===== config.mk =====
export PLATFORM = sky130hd
export DESIGN_NAME = fetch_stage_flat
export DESIGN_NICKNAME = d
export VERILOG_FILES = /design/src/rtl/fetch_stage_if.sv /design/src/rtl/fetch_stage.sv /design/src/flat_wrapper.sv
export SDC_FILE = /design/constraint.sdc
export NUM_CORES = 1
export LEC_CHECK = 0
export CAP_MARGIN = 10
export CELL_PAD_IN_SITES_DETAIL_PLACEMENT = 1
export CELL_PAD_IN_SITES_GLOBAL_PLACEMENT = 1
export CORE_ASPECT_RATIO = 1.1
export CORE_UTILIZATION = 35
export DETAILED_ROUTE_END_ITERATION = 8
export PLACE_DENSITY_LB_ADDON = 0.2
export SYNTH_ARGS = -nofsm -noshare
export SYNTH_HDL_FRONTEND = slang
export SYNTH_SLANG_ARGS = --single-unit

===== constraint.sdc =====
create_clock -name clk -period 11.5 [get_ports clk]
set_input_delay 2.3 -clock clk [delete_from_list [all_inputs] [get_ports clk]]
set_output_delay 2.3 -clock clk [all_outputs]
set_load 0.01 [all_outputs]

===== src/rtl/fetch_stage_if.sv =====
// rtl/fetch_stage_if.sv - instruction memory request/response bus between fetch and imem
interface fetch_stage_if;
  logic        imem_req;
  logic [63:0] imem_addr;
  logic        imem_ready;
  logic [31:0] imem_data;

  modport master (output imem_req, output imem_addr, input imem_ready, input imem_data);
  modport slave  (input imem_req, input imem_addr, output imem_ready, output imem_data);
endinterface


===== src/rtl/fetch_stage.sv =====
// rtl/fetch_stage.sv - PC register, imem request FSM and IF/ID register with stall/redirect
// Optional delivered-instruction counter enabled by defining FETCH_PERF_CNT_EN.
module fetch_stage #(
  parameter logic [63:0] RESET_PC = 64'h0
) (
  input  logic                 clk,
  input  logic                 rst,
  input  logic [63:0]          next_address_i,
  output logic [63:0]          cur_address_o,
  input  logic                 redirect_i,
  input  logic [63:0]          redirect_addr_i,
  input  logic                 stall_i,
  fetch_stage_if.master        imem,
  output logic                 ifid_valid_o,
  output logic [31:0]          ifid_instr_o,
  output logic [63:0]          ifid_pc_o,
  output logic [31:0]          fetch_count_o
);

  localparam logic [1:0] BOOT = 2'd0;
  localparam logic [1:0] REQ  = 2'd1;
  localparam logic [1:0] HOLD = 2'd2;

  logic [1:0]  state_q, state_d;
  logic [63:0] pc_q, pc_d;
  logic        ifid_valid_q, ifid_valid_d;
  logic [31:0] ifid_instr_q, ifid_instr_d;
  logic [63:0] ifid_pc_q, ifid_pc_d;
  logic [31:0] hold_instr_q, hold_instr_d;
  logic [63:0] hold_pc_q, hold_pc_d;
  logic        deliver;

  assign imem.imem_req  = (state_q == REQ);
  assign imem.imem_addr = pc_q;
  assign cur_address_o  = pc_q;
  assign ifid_valid_o   = ifid_valid_q;
  assign ifid_instr_o   = ifid_instr_q;
  assign ifid_pc_o      = ifid_pc_q;

  always_comb begin
    state_d      = state_q;
    pc_d         = pc_q;
    ifid_valid_d = ifid_valid_q;
    ifid_instr_d = ifid_instr_q;
    ifid_pc_d    = ifid_pc_q;
    hold_instr_d = hold_instr_q;
    hold_pc_d    = hold_pc_q;
    deliver      = 1'b0;
    // Redirect outranks stall and any same-cycle response.
    if (redirect_i) begin
      pc_d         = {redirect_addr_i[63:2], 2'b00};
      ifid_valid_d = 1'b0;
      hold_instr_d = 32'h0;
      hold_pc_d    = 64'h0;
      state_d      = REQ;
    end else begin
      case (state_q)
        BOOT: state_d = REQ;
        REQ: begin
          if (imem.imem_ready && !stall_i) begin
            ifid_instr_d = imem.imem_data;
            ifid_pc_d    = pc_q;
            ifid_valid_d = 1'b1;
            pc_d         = {next_address_i[63:2], 2'b00};
            deliver      = 1'b1;
          end else if (imem.imem_ready) begin
            hold_instr_d = imem.imem_data;
            hold_pc_d    = pc_q;
            state_d      = HOLD;
          end else if (!stall_i) begin
            ifid_valid_d = 1'b0;
          end
        end
        HOLD: begin
          if (!stall_i) begin
            ifid_instr_d = hold_instr_q;
            ifid_pc_d    = hold_pc_q;
            ifid_valid_d = 1'b1;
            pc_d         = {next_address_i[63:2], 2'b00};
            deliver      = 1'b1;
            state_d      = REQ;
          end
        end
        default: state_d = BOOT;
      endcase
    end
  end

  always_ff @(posedge clk or posedge rst) begin
    if (rst) begin
      state_q      <= BOOT;
      pc_q         <= {RESET_PC[63:2], 2'b00};
      ifid_valid_q <= 1'b0;
      ifid_instr_q <= 32'h0;
      ifid_pc_q    <= 64'h0;
      hold_instr_q <= 32'h0;
      hold_pc_q    <= 64'h0;
    end else begin
      state_q      <= state_d;
      pc_q         <= pc_d;
      ifid_valid_q <= ifid_valid_d;
      ifid_instr_q <= ifid_instr_d;
      ifid_pc_q    <= ifid_pc_d;
      hold_instr_q <= hold_instr_d;
      hold_pc_q    <= hold_pc_d;
    end
  end

`ifdef FETCH_PERF_CNT_EN
  logic [31:0] cnt_q;

  always_ff @(posedge clk or posedge rst) begin
    if (rst) begin
      cnt_q <= 32'h0;
    end else if (deliver) begin
      cnt_q <= cnt_q + 32'd1;
    end
  end

  assign fetch_count_o = cnt_q;
`else
  assign fetch_count_o = 32'h0;
`endif

  logic unused_bits;
  assign unused_bits = ^{next_address_i[1:0], redirect_addr_i[1:0], deliver};

endmodule

===== src/flat_wrapper.sv =====
// flat-port wrapper written by rule: the top's interface ports become plain ports
module fetch_stage_flat 
#(
  parameter logic [63:0] RESET_PC = 64'h0
)
  (clk, rst, next_address_i, cur_address_o, redirect_i, redirect_addr_i, stall_i, ifid_valid_o, ifid_instr_o, ifid_pc_o, fetch_count_o, imem_imem_req, imem_imem_addr, imem_imem_ready, imem_imem_data);
  fetch_stage_if imem_i ();
  input  logic clk;
  input  logic rst;
  input  logic [63:0] next_address_i;
  output logic [63:0] cur_address_o;
  input  logic redirect_i;
  input  logic [63:0] redirect_addr_i;
  input  logic stall_i;
  output logic ifid_valid_o;
  output logic [31:0] ifid_instr_o;
  output logic [63:0] ifid_pc_o;
  output logic [31:0] fetch_count_o;
  output wire logic [$bits(imem_i.imem_req)-1:0] imem_imem_req;
  output wire logic [$bits(imem_i.imem_addr)-1:0] imem_imem_addr;
  input wire logic [$bits(imem_i.imem_ready)-1:0] imem_imem_ready;
  input wire logic [$bits(imem_i.imem_data)-1:0] imem_imem_data;
  assign imem_imem_req = imem_i.imem_req;
  assign imem_imem_addr = imem_i.imem_addr;
  assign imem_i.imem_ready = imem_imem_ready;
  assign imem_i.imem_data = imem_imem_data;
  fetch_stage #(.RESET_PC(RESET_PC)) u_core (.clk(clk), .rst(rst), .next_address_i(next_address_i), .cur_address_o(cur_address_o), .redirect_i(redirect_i), .redirect_addr_i(redirect_addr_i), .stall_i(stall_i), .imem(imem_i), .ifid_valid_o(ifid_valid_o), .ifid_instr_o(ifid_instr_o), .ifid_pc_o(ifid_pc_o), .fetch_count_o(fetch_count_o));
endmodule

# [Word-level counts from Yosys, hierarchy flattened]
# Index checks and enable logic that the tools add are counted.
[word_totals] ff_bits=259 latchBits=0 ramBits=0 romBits=0 input_bits=165 out_inout_bits=258 word_cells=60 n_memories=0
[op_classes] addsub=0 multipliers=0 n_div=0 n_lt_le_gt_ge=0 eq_ne=11 shifts=0 mux=29 bitwise_logic=1 reduce_logical=12
[op_table] cell="$mux 64" count=9
[op_table] cell="$pmux 64 s2" count=2
[op_table] cell="$mux 32" count=6
[op_table] cell="$pmux 32 s2" count=1
[op_table] cell="$reduce_and 3->1" count=3
[op_table] cell="$mux 2" count=4
[op_table] cell="$ne 4x3->1 const B" count=2
[op_table] cell="$reduce_and 4->1" count=2
[op_table] cell="$ne 3x2->1 const B" count=2
[op_table] cell="$ne 3x3->1 const B" count=2
[op_table] cell="$pmux 2 s3" count=1
[op_table] cell="$reduce_bool 2->1" count=3
[op_table] cell="$mux 1" count=5
[op_table] cell="$ne 2x2->1 const B" count=2
[op_table] cell="$reduce_bool 3->1" count=1
[op_table] cell="$eq 2x1->1 const B" count=1
[op_table] cell="$eq 2x2->1 const B" count=1
[op_table] cell="$logic_not 2->1" count=1
[op_table] cell="$ne 2x1->1 const B" count=1
[op_table] cell="$pmux 1 s2" count=1
[op_table] cell="$logic_and 1x1->1" count=1
[op_table] cell="$logic_not 1->1" count=1
[op_table] cell="$not 1->1" count=1

# [Depth between registers and ports, before layout]
# Gate-level depths: netlist of the first run.
[depth] depth_word=5 mapped_depth=7

# [Worst setup path before layout of the first run]
# Ideal clock, no wire load.
[synth_timing] path_type="in2reg" from="input port stall_i" to="register u_core.ifid_pc_q[26] (netlist: u_core.ifid_pc_o[26])" setup_time_ns=0.125 t_arrival_ns=3.635 t_required_ns=11.375 slack_ns=7.740 stages=6 cell_sequence="clkbuf_1 -> or3b_4 -> a21oi_4 -> buf_6 -> buf_6 -> mux2_2"
[synth_via] elab_chain_cells=4 word_cells_on_any_way=5 classes_between="eq/ne (2); reduce/logical (3)"
[synth_rtl] element="start, declared" line_no="flat_wrapper.sv:14" source="input logic stall_i;"
[synth_rtl] element="$logic_not 1->1" line_no="fetch_stage.sv:60" source="if (imem.imem_ready && !stall_i) begin"
[synth_rtl] element="$logic_and 1x1->1" line_no="fetch_stage.sv:60"
[synth_rtl] element="$ne 2x1->1 (no line)"
[synth_rtl] element="$reduce_and 4->1 (no line) (*)"
[synth_rtl] element="end signal, assigned" line_no="fetch_stage.sv:103" source="ifid_pc_q <= ifid_pc_d;"
[synth_rtl] element="end, declared" line_no="fetch_stage.sv:28" source="logic [63:0] ifid_pc_q, ifid_pc_d;"
# Every way passes the cells marked *; elsewhere a longest branch is shown, timed or not.
# A chain may end at the register's enable or synchronous reset.

# [Worst setup path in the final report of the first run]
[layout_timing] from="input port stall_i" to="register u_core.ifid_pc_q[27] (netlist: u_core.ifid_pc_o[27])"
# The elaborated chain is that of the path after synthesis.

==> report_table.html, run 1 <==
<table>
<tr><th>Metric</th><th>Value</th></tr>
<tr><th colspan="2">Drt</th></tr>
<tr><td>Total wire length after detailed routing</td><td>~33000 µm</td></tr>
<tr><td>Number of remaining DRC errors</td><td>0</td></tr>
<tr><td>Average vias per placed instance</td><td>approximately 5</td></tr>
<tr><td>Overall via count from detail_route</td><td>between 7000 and 8000</td></tr>
<tr><td>First drt pass iteration count</td><td>4</td></tr>
<tr><td>Iter 0 DRT Violations</td><td>354</td></tr>
<tr><td>Residual antenna-violating net count after detailed routing</td><td>0</td></tr>
<tr><td>Routed len/inst</td><td>20.8 µm</td></tr>
<tr><th colspan="2">Die</th></tr>
<tr><td>Die W</td><td>176 µm</td></tr>
<tr><td>Die span in y</td><td>193 µm</td></tr>
<tr><td>Number of placed I/O pins</td><td>about 420</td></tr>
<tr><td>Placeable core area</td><td>0.0325 mm²</td></tr>
<tr><td>Floorplan die area</td><td>0.0339 mm²</td></tr>
<tr><td>Number of placement rows</td><td>69</td></tr>
<tr><td>Initial cell density of the core</td><td>35.8%</td></tr>
<tr><th colspan="2">Worst setup path</th></tr>
<tr><td>Critical-path top delay cell</td><td>buf_4</td></tr>
<tr><td>Maximum net fanout on the critical path</td><td>69</td></tr>
<tr><td>Critical-path cell list</td><td>clkdlybuf4s50_1 &gt; or3b_4 &gt; a21oi_4 &gt; buf_4 &gt; mux2_2</td></tr>
<tr><td>Slowest stage delay, CP</td><td>roughly 0.94 ns</td></tr>
<tr><td>CP Capture Type</td><td>flop</td></tr>
<tr><td>Launch point of the worst reg-to-reg path</td><td>u_core.state_q[1]</td></tr>
<tr><td>Path depth of the worst reg2reg path</td><td>4</td></tr>
<tr><td>Reg2Reg Setup Slack</td><td>between 8 and 9 ns</td></tr>
<tr><td>Startpoint kind of the worst setup timing path</td><td>input pin</td></tr>
<tr><td>R2R Path End</td><td>u_core.ifid_pc_o[27]</td></tr>
<tr><td>Required time at the endpoint of the critical path</td><td>approximately 12 ns</td></tr>
<tr><td>Cell family contributing the most delay on the critical path</td><td>buffers and inverters</td></tr>
<tr><td>Crit path kind</td><td>input pin to flop</td></tr>
<tr><td>Critical path data arrival time</td><td>~5.6 ns</td></tr>
<tr><td>Bufs and invs on worst path</td><td>2</td></tr>
<tr><th colspan="2">Clocking</th></tr>
<tr><td>CTS buffer count</td><td>29</td></tr>
<tr><td>Quantity of gates resized following cts</td><td>0</td></tr>
<tr><td>Latest clock arrival within the worst-skew pair</td><td>roughly 0.53 ns</td></tr>
<tr><td>Num Clock Sinks</td><td>between 200 and 300</td></tr>
<tr><td>H-tree level count</td><td>1</td></tr>
<tr><td>Hold buffer count at CTS</td><td>0</td></tr>
<tr><td>Cell at the root of the clock tree</td><td>clkbuf_16</td></tr>
<tr><td>Maximum buffer depth of the clock tree</td><td>3</td></tr>
<tr><td>TritonCTS clock tree</td><td>done</td></tr>
<tr><td>Number of setup buffers added after CTS</td><td>0</td></tr>
<tr><td>Clock transition at the registers of the reported paths</td><td>about 0.060 ns</td></tr>
<tr><th colspan="2">Hold path</th></tr>
<tr><td>Class of the worst hold path</td><td>flop to flop</td></tr>
<tr><td>Startpoint of the worst hold path</td><td>u_core.ifid_pc_o[2]</td></tr>
<tr><td>Worst Hold Depth</td><td>1</td></tr>
<tr><td>Worst Hold End</td><td>u_core.ifid_pc_o[2]</td></tr>
<tr><th colspan="2">Global route</th></tr>
<tr><td>Maximum number of pins on one net before global-route repair</td><td>roughly 110</td></tr>
<tr><td>Overall routing resource usage</td><td>19.3%</td></tr>
<tr><td>Global-route wire length before repair</td><td>50800 µm</td></tr>
<tr><td>Number of antenna violations at the first check in global routing</td><td>1</td></tr>
<tr><td>Total global routing overflow</td><td>0</td></tr>
<tr><td>Vias in the first global route</td><td>8632</td></tr>
<tr><th colspan="2">Pwr</th></tr>
<tr><td>Static power due to leakage</td><td>approximately 6.6 nW</td></tr>
<tr><td>Ratio of total power to cell area</td><td>about 170 mW/mm²</td></tr>
<tr><td>IR Drop Worst-Case VDD</td><td>around 0.095 mV</td></tr>
<tr><th colspan="2">Synth</th></tr>
<tr><td>Area share of fa/ha/maj cells after synthesis</td><td>0%</td></tr>
<tr><td>Average cell area after synthesis</td><td>13.7 µm²</td></tr>
<tr><td>Register area share after synthesis</td><td>a little over half</td></tr>
<tr><td>Area of the mapped netlist</td><td>roughly 0.012 mm²</td></tr>
<tr><td>Warnings from Yosys</td><td>0</td></tr>
<tr><td>Number of distinct library cell variants in the gate-level netlist after synthesis</td><td>29</td></tr>
<tr><td>Async set-reset flop share out of synthesis</td><td>between 90% and 100%</td></tr>
<tr><td>Basic-gate share of the synthesized area counting and, or, nand and nor cells</td><td>approximately 4%</td></tr>
<tr><td>Post-synthesis compound-gate area fraction</td><td>13.6%</td></tr>
<tr><td>Xor/xnor cell area share of the yosys netlist</td><td>0%</td></tr>
<tr><td>FF+latch count, synth</td><td>roughly 250</td></tr>
<tr><td>Synth Flop Type</td><td>dfrtp_1</td></tr>
<tr><td>Main combinational cell family by area after synthesis</td><td>multiplexers</td></tr>
<tr><td>Cells after synthesis</td><td>around 850</td></tr>
<tr><td>Number of flops mapped to enable cells by yosys</td><td>0</td></tr>
<tr><td>Share of synthesized area spent on multiplexers</td><td>between 10% and 20%</td></tr>
<tr><th colspan="2">Final layout</th></tr>
<tr><td>Share of cells above drive strength 1</td><td>24.8%</td></tr>
<tr><td>Final net count</td><td>roughly 1300</td></tr>
<tr><td>Final core utilization</td><td>between 40 and 50%</td></tr>
<tr><td>Area added between synthesis and finish</td><td>37.6%</td></tr>
<tr><td>Non-filler cells in the finished layout</td><td>1586</td></tr>
<tr><th colspan="2">Timing</th></tr>
<tr><td>Final Hold Vio Count</td><td>0</td></tr>
<tr><td>Total negative setup slack</td><td>0 ns</td></tr>
<tr><td>Final setup violation count</td><td>0</td></tr>
<tr><td>Unrepaired setup endpoints after global routing</td><td>no</td></tr>
<tr><td>Largest clock skew in the final design</td><td>~0.0072 ns</td></tr>
<tr><td>Post-route worst hold slack</td><td>0.484 ns</td></tr>
<tr><td>Final worst-path cycle share</td><td>between 40% and 50%</td></tr>
<tr><td>Slew @ Worst Pin</td><td>between 1 and 1.5 ns</td></tr>
<tr><td>Fmax</td><td>193 MHz</td></tr>
<tr><td>Max-slew violation count</td><td>0</td></tr>
<tr><td>Fin crit period</td><td>5.17 ns</td></tr>
<tr><td>Remaining max-slew budget at the tightest pin</td><td>32.2%</td></tr>
<tr><th colspan="2">Placed design</th></tr>
<tr><td>I/O Buffers</td><td>380</td></tr>
<tr><td>Placed wire-length estimate</td><td>about 21000 µm</td></tr>
<tr><td>Placed Cells incl. Taps</td><td>around 1500</td></tr>
<tr><td>Final weighted congestion in routability-driven placement</td><td>around 0.73</td></tr>
<tr><th colspan="2">Run status</th></tr>
<tr><td>Status</td><td>completed</td></tr>
<tr><th colspan="2">Flow run</th></tr>
<tr><td>Number of max-cap violations</td><td>0</td></tr>
</table>
==> layer usage <==
metal  wire, µm  track usage (%)  part of all wire, %  vias up
met5         12                0                0.036        -
met4        481             4.31                  1.5        2
met3       2380             4.86                  7.2       39
met2      16600             34.0                   50      277
met1      13500             23.8                   41     4101
li1           -                -                    -     3564
==> worst max path at each step <==
stage / endpoint / cells after the start / slack, ns / start
2_1_floorplan: u_core.cur_address_o[10] / 1 / 2.24 / rst
3_3_place_gp: u_core.ifid_pc_o[14] / 5 / 5.72 / stall_i
3_5_place_dp: u_core.ifid_pc_o[4] / 5 / 5.69 / stall_i
4_1_cts: u_core.ifid_pc_o[27] / 5 / 6.26 / stall_i
5_1_grt: u_core.ifid_pc_o[3] / 5 / 6.13 / stall_i
6_report: u_core.ifid_pc_o[27] / 5 / 6.33 / stall_i
==> metrics by stage <==
stage	power, mW	setup WS (ns)	instance area (µm²)
2_1_floorplan	1.45	2.24	11800
3_3_place_gp	1.84	5.72	15100
3_5_place_dp	1.85	5.69	15100
4_1_cts	2.73	6.26	16000
5_1_grt	2.82	6.13	16000
6_report	2.68	6.33	16000
==> layout make-up <==
type                            count  area [µm²]
Fill cell                        3277       16500
Clock inverter                      3        15.0
Sequential cell                   253        6330
Timing Repair Buffer              390        3870
Multi-Input combinational cell    465        4360
Tap cell                          426         533
Inverter                            2        15.0
Antenna cell                        1        2.50
Clock buffer                       46         860
==> worst register-to-register path: cells and delay by family, from the launching register on <==
family / cells / cell delay [ns]
muxes: 1 / 0.46
buffers and inverters: 1 / 0.94
DFF: 1 / 0.54
and+or+nand+nor: 1 / 0.46
AOI/OAI and AO/OA: 1 / 0.80
==> state kept, by name, summed over array words and instances, names as in the netlist <==
register,count
u_core.ifid_pc_o,62
u_core.hold_instr_q,32
u_core.state_q,2
u_core.ifid_valid_o,1
u_core.cur_address_o,62
u_core.hold_pc_q,62
u_core.ifid_instr_o,32
==> kinds of logic (layout without fill, tap and decap cells) <==
group / after synthesis / after routing
DFF: 253 / 253
muxes: 188 / 188
buffers and inverters: 165 / 441
AOI/OAI and AO/OA: 164 / 164
and+or+nand+nor: 75 / 75
other: 1 / 39
==> layout by cell type, fill, tap and decap left out, drive strengths merged <==
cell type,instances
nor2,1
nand2b,63
a21o,2
buf,11
mux2,188
nor3b,1
dfrtp,253
inv,2
a21oi,2
clkinv,3
o221a,62
o21ai,1
nand2,1
and4,1
nor2b,3
o21bai,1
conb,38
a22o,95
nand4bb,1
a31oi,1
nor3,1
and3,1
clkbuf,46
clkdlybuf4s50,379
diode,1
nand3,1
or3b,1
==> synth_stat cells, drive strengths merged (2+ instances only) <==
cell type	n	area, µm²
a22o	95	832
mux2	188	2120
nor2b	3	18.8
inv	2	7.51
nand2b	63	394
o221a	62	698
a21oi	2	21.3
a21o	2	15.0
buf	143	1020
dfrtp	253	6330
clkbuf	20	75.1
==> report_power, final <==
part	internal, mW	switching (mW)	total [mW]
logic	0.426	0.268	0.693
clock network	0.505	0.353	0.857
registers	1.03	0.0998	1.13
total	1.96	0.720	2.68
Note: power is estimated with default switching activity, not from simulation.
==> inputs of run 2 (changes only) <==
clock period = 5.3 ns   (was 11.5 ns; I/O delays follow)
==> run 2 against run 1 <==
Effect of this change:
- wire length decreased by 1.4%
- die area did not move
- final area rose by 1.1%
- clock-buffer cell count unchanged
- sequential share of layout area decreased by 0.44 points
- flip-flop and latch count is the same
- cell count rose by 0.38%
- critical path depth decreased by 3
- highest routed layer is now met4
==> report_table.html, run 2 (synthesized netlist as in run 1, its figures left out) <==
<table>
<tr><th>Metric</th><th>Value</th></tr>
<tr><th colspan="2">Worst setup path</th></tr>
<tr><td>Startpoint kind of the worst setup timing path</td><td>flop</td></tr>
<tr><td>Maximum net fanout on the critical path</td><td>8 (-88%)</td></tr>
<tr><td>Required time at the endpoint of the critical path</td><td>4.24 ns (-7.67 ns)</td></tr>
<tr><td>Critical path data arrival time</td><td>2.07 ns (-3.51 ns)</td></tr>
<tr><td>CP Capture Type</td><td>output pin</td></tr>
<tr><td>Crit path kind</td><td>flop to output pin</td></tr>
<tr><th colspan="2">Timing</th></tr>
<tr><td>Slew @ Worst Pin</td><td>1.00 ns (-0.0125 ns)</td></tr>
<tr><td>Final worst-path cycle share</td><td>59.1%</td></tr>
<tr><td>Fmax</td><td>approximately 320 MHz</td></tr>
<tr><td>Final setup violation count</td><td>0 (unchanged)</td></tr>
<tr><td>Remaining max-slew budget at the tightest pin</td><td>33.0% (+0.84 points)</td></tr>
<tr><td>Unrepaired setup endpoints after global routing</td><td>no</td></tr>
<tr><td>Fin crit period</td><td>around 3.1 ns</td></tr>
<tr><td>Max-slew violation count</td><td>0 (unchanged)</td></tr>
<tr><td>Final Hold Vio Count</td><td>0 (unchanged)</td></tr>
<tr><td>Post-route worst hold slack</td><td>0.482 ns (-0.00216 ns)</td></tr>
<tr><td>Largest clock skew in the final design</td><td>0.00859 ns (+0.00135 ns)</td></tr>
<tr><td>Total negative setup slack</td><td>0 ns (unchanged)</td></tr>
<tr><th colspan="2">Die</th></tr>
<tr><td>Die W</td><td>176 µm (unchanged)</td></tr>
<tr><td>Number of placement rows</td><td>69 (unchanged)</td></tr>
<tr><td>Number of placed I/O pins</td><td>423 (unchanged)</td></tr>
<tr><td>Floorplan die area</td><td>0.0339 mm² (unchanged)</td></tr>
<tr><td>Die span in y</td><td>193 µm (unchanged)</td></tr>
<tr><td>Initial cell density of the core</td><td>35.8% (unchanged)</td></tr>
<tr><td>Placeable core area</td><td>0.0325 mm² (unchanged)</td></tr>
<tr><th colspan="2">Placed design</th></tr>
<tr><td>Placed wire-length estimate</td><td>21300 µm (-0.11%)</td></tr>
<tr><td>Placed Cells incl. Taps</td><td>1539 (+0.20%)</td></tr>
<tr><td>Final weighted congestion in routability-driven placement</td><td>0.712 (-1.9%)</td></tr>
<tr><td>I/O Buffers</td><td>380 (unchanged)</td></tr>
<tr><th colspan="2">Final layout</th></tr>
<tr><td>Final net count</td><td>1309 (+0.23%)</td></tr>
<tr><td>Final core utilization</td><td>49.8% (+0.55 points)</td></tr>
<tr><td>Share of cells above drive strength 1</td><td>25.5% (+0.62 points)</td></tr>
<tr><td>Non-filler cells in the finished layout</td><td>1592 (+0.38%)</td></tr>
<tr><td>Antenna diode count</td><td>0 (-1)</td></tr>
<tr><td>Multi-input logic area</td><td>0.00436 mm² (unchanged)</td></tr>
<tr><td>Top library cells by usage in the layout, fill and taps aside</td><td>clkdlybuf4s50_1, dfrtp_1, mux2_2, a22o_1</td></tr>
<tr><td>Most common cell after layout, fill and taps aside</td><td>clkdlybuf4s50_1</td></tr>
<tr><td>Fill count</td><td>3330 (+1.6%)</td></tr>
<tr><td>Area added between synthesis and finish</td><td>39.1%</td></tr>
<tr><td>Area used by sequential logic in the layout</td><td>0.00633 mm² (unchanged)</td></tr>
<tr><th colspan="2">Clocking</th></tr>
<tr><td>Hold buffer count at CTS</td><td>0 (unchanged)</td></tr>
<tr><td>Clock transition at the registers of the reported paths</td><td>0.06 ns (about the same)</td></tr>
<tr><td>Latest clock arrival within the worst-skew pair</td><td>0.53 ns (about the same)</td></tr>
<tr><td>Cell at the root of the clock tree</td><td>clkbuf_16</td></tr>
<tr><td>CTS buffer count</td><td>29 (unchanged)</td></tr>
<tr><td>H-tree level count</td><td>1 (unchanged)</td></tr>
<tr><td>Number of setup buffers added after CTS</td><td>0 (unchanged)</td></tr>
<tr><td>Quantity of gates resized following cts</td><td>0 (unchanged)</td></tr>
<tr><td>Maximum buffer depth of the clock tree</td><td>3 (unchanged)</td></tr>
<tr><td>TritonCTS clock tree</td><td>done</td></tr>
<tr><td>Num Clock Sinks</td><td>253 (unchanged)</td></tr>
<tr><th colspan="2">Global route</th></tr>
<tr><td>Maximum number of pins on one net before global-route repair</td><td>106 (-7.0%)</td></tr>
<tr><td>Vias in the first global route</td><td>8632 (unchanged)</td></tr>
<tr><td>Total global routing overflow</td><td>0 (unchanged)</td></tr>
<tr><td>Overall routing resource usage</td><td>19.1% (-0.17 points)</td></tr>
<tr><td>Global-route wire length before repair</td><td>51100 µm (+0.53%)</td></tr>
<tr><td>Number of antenna violations at the first check in global routing</td><td>0 (-1)</td></tr>
<tr><th colspan="2">Pwr</th></tr>
<tr><td>Static power due to leakage</td><td>6.72 nW (+1.2%)</td></tr>
<tr><td>Total power</td><td>6.04 mW (+130%)</td></tr>
<tr><td>IR Drop Worst-Case VDD</td><td>0.249 mV (+160%)</td></tr>
<tr><td>Ratio of total power to cell area</td><td>373 mW/mm² (+120%)</td></tr>
<tr><th colspan="2">Flow run</th></tr>
<tr><td>Number of max-cap violations</td><td>0 (unchanged)</td></tr>
<tr><th colspan="2">Drt</th></tr>
<tr><td>First drt pass iteration count</td><td>4 (unchanged)</td></tr>
<tr><td>Overall via count from detail_route</td><td>7998 (+0.19%)</td></tr>
<tr><td>Total wire length after detailed routing</td><td>32500 µm (-1.4%)</td></tr>
<tr><td>Average vias per placed instance</td><td>5.02 (-0.19%)</td></tr>
<tr><td>Routed len/inst</td><td>20.4 µm (-1.8%)</td></tr>
<tr><td>Residual antenna-violating net count after detailed routing</td><td>0 (unchanged)</td></tr>
<tr><td>Number of remaining DRC errors</td><td>0 (unchanged)</td></tr>
<tr><td>Iter 0 DRT Violations</td><td>311 (-12%)</td></tr>
<tr><th colspan="2">Hold path</th></tr>
<tr><td>Class of the worst hold path</td><td>flop to flop</td></tr>
<tr><th colspan="2">Run status</th></tr>
<tr><td>Status</td><td>completed</td></tr>
</table>
run 2: cell count changes in the layout (fill, tap and decap cells not counted):
| cell | previous run | this run |
|---|---|---|
| buf_12 | 0 | 3 |
| clkinv_2 | 3 | 2 |
| diode_2 | 1 | 0 |
| bufinv_16 | 0 | 3 |
| clkbuf_8 | 7 | 9 |
| clkinvlp_4 | 0 | 2 |
| clkbuf_1 | 10 | 8 |
run 2: path summary, 6_finish.rpt:
path,from,endpoint,slack (ns),cells after the start
worst max-delay path,u_core.state_q[0],imem_imem_req,2.17,2
worst min-delay path,u_core.ifid_pc_o[25],u_core.ifid_pc_o[25],0.48,1
worst max register to register,u_core.state_q[0],u_core.hold_pc_q[50],2.85,4
worst min register to register,u_core.ifid_pc_o[25],u_core.ifid_pc_o[25],0.48,1
max in group asynchronous,rst,u_core.cur_address_o[53],3.25,3
min in group asynchronous,rst,u_core.cur_address_o[10],1.01,2
run 2: metal layers:
metal	part of all wire, %	GRT usage [%]
met1	42	24.3
met2	49	32.8
met3	7.8	5.08
met4	1.6	3.98
met5	0	0
run 2: final cells by class:
type | instances | area share, %
clock buffer | 46 | 5.44
clock inverter | 7 | 0.735
inverter | 2 | 0.0697
multi-input combinational | 465 | 27.0
sequential | 253 | 39.2
tap | 426 | 3.30
timing repair buffer | 393 | 24.3
run 2: where the power goes:
| part | internal [mW] | leakage (nW) | switching (mW) |
|---|---|---|---|
| Combinational | 0.928 | 3.13 | 0.583 |
| Sequential | 2.24 | 3.10 | 0.217 |
| Clock | 1.28 | 0.488 | 0.794 |
| Total | 4.44 | 6.72 | 1.59 |
run 2: worst max-delay path: stages, from the launching register on:
cell and delay, ns:
dfrtp_1 0.51, nor2b_1 0.39, clkdlybuf4s50_1 0.64
run 2: metrics by stage:
step | instance area (µm²) | setup WS (ns)
6_report | 16200 | 2.17
5_1_grt | 16200 | 2.02
4_1_cts | 16200 | 2.13
3_5_place_dp | 15200 | 1.66
3_3_place_gp | 15200 | 1.68
2_1_floorplan | 11800 | 0.910
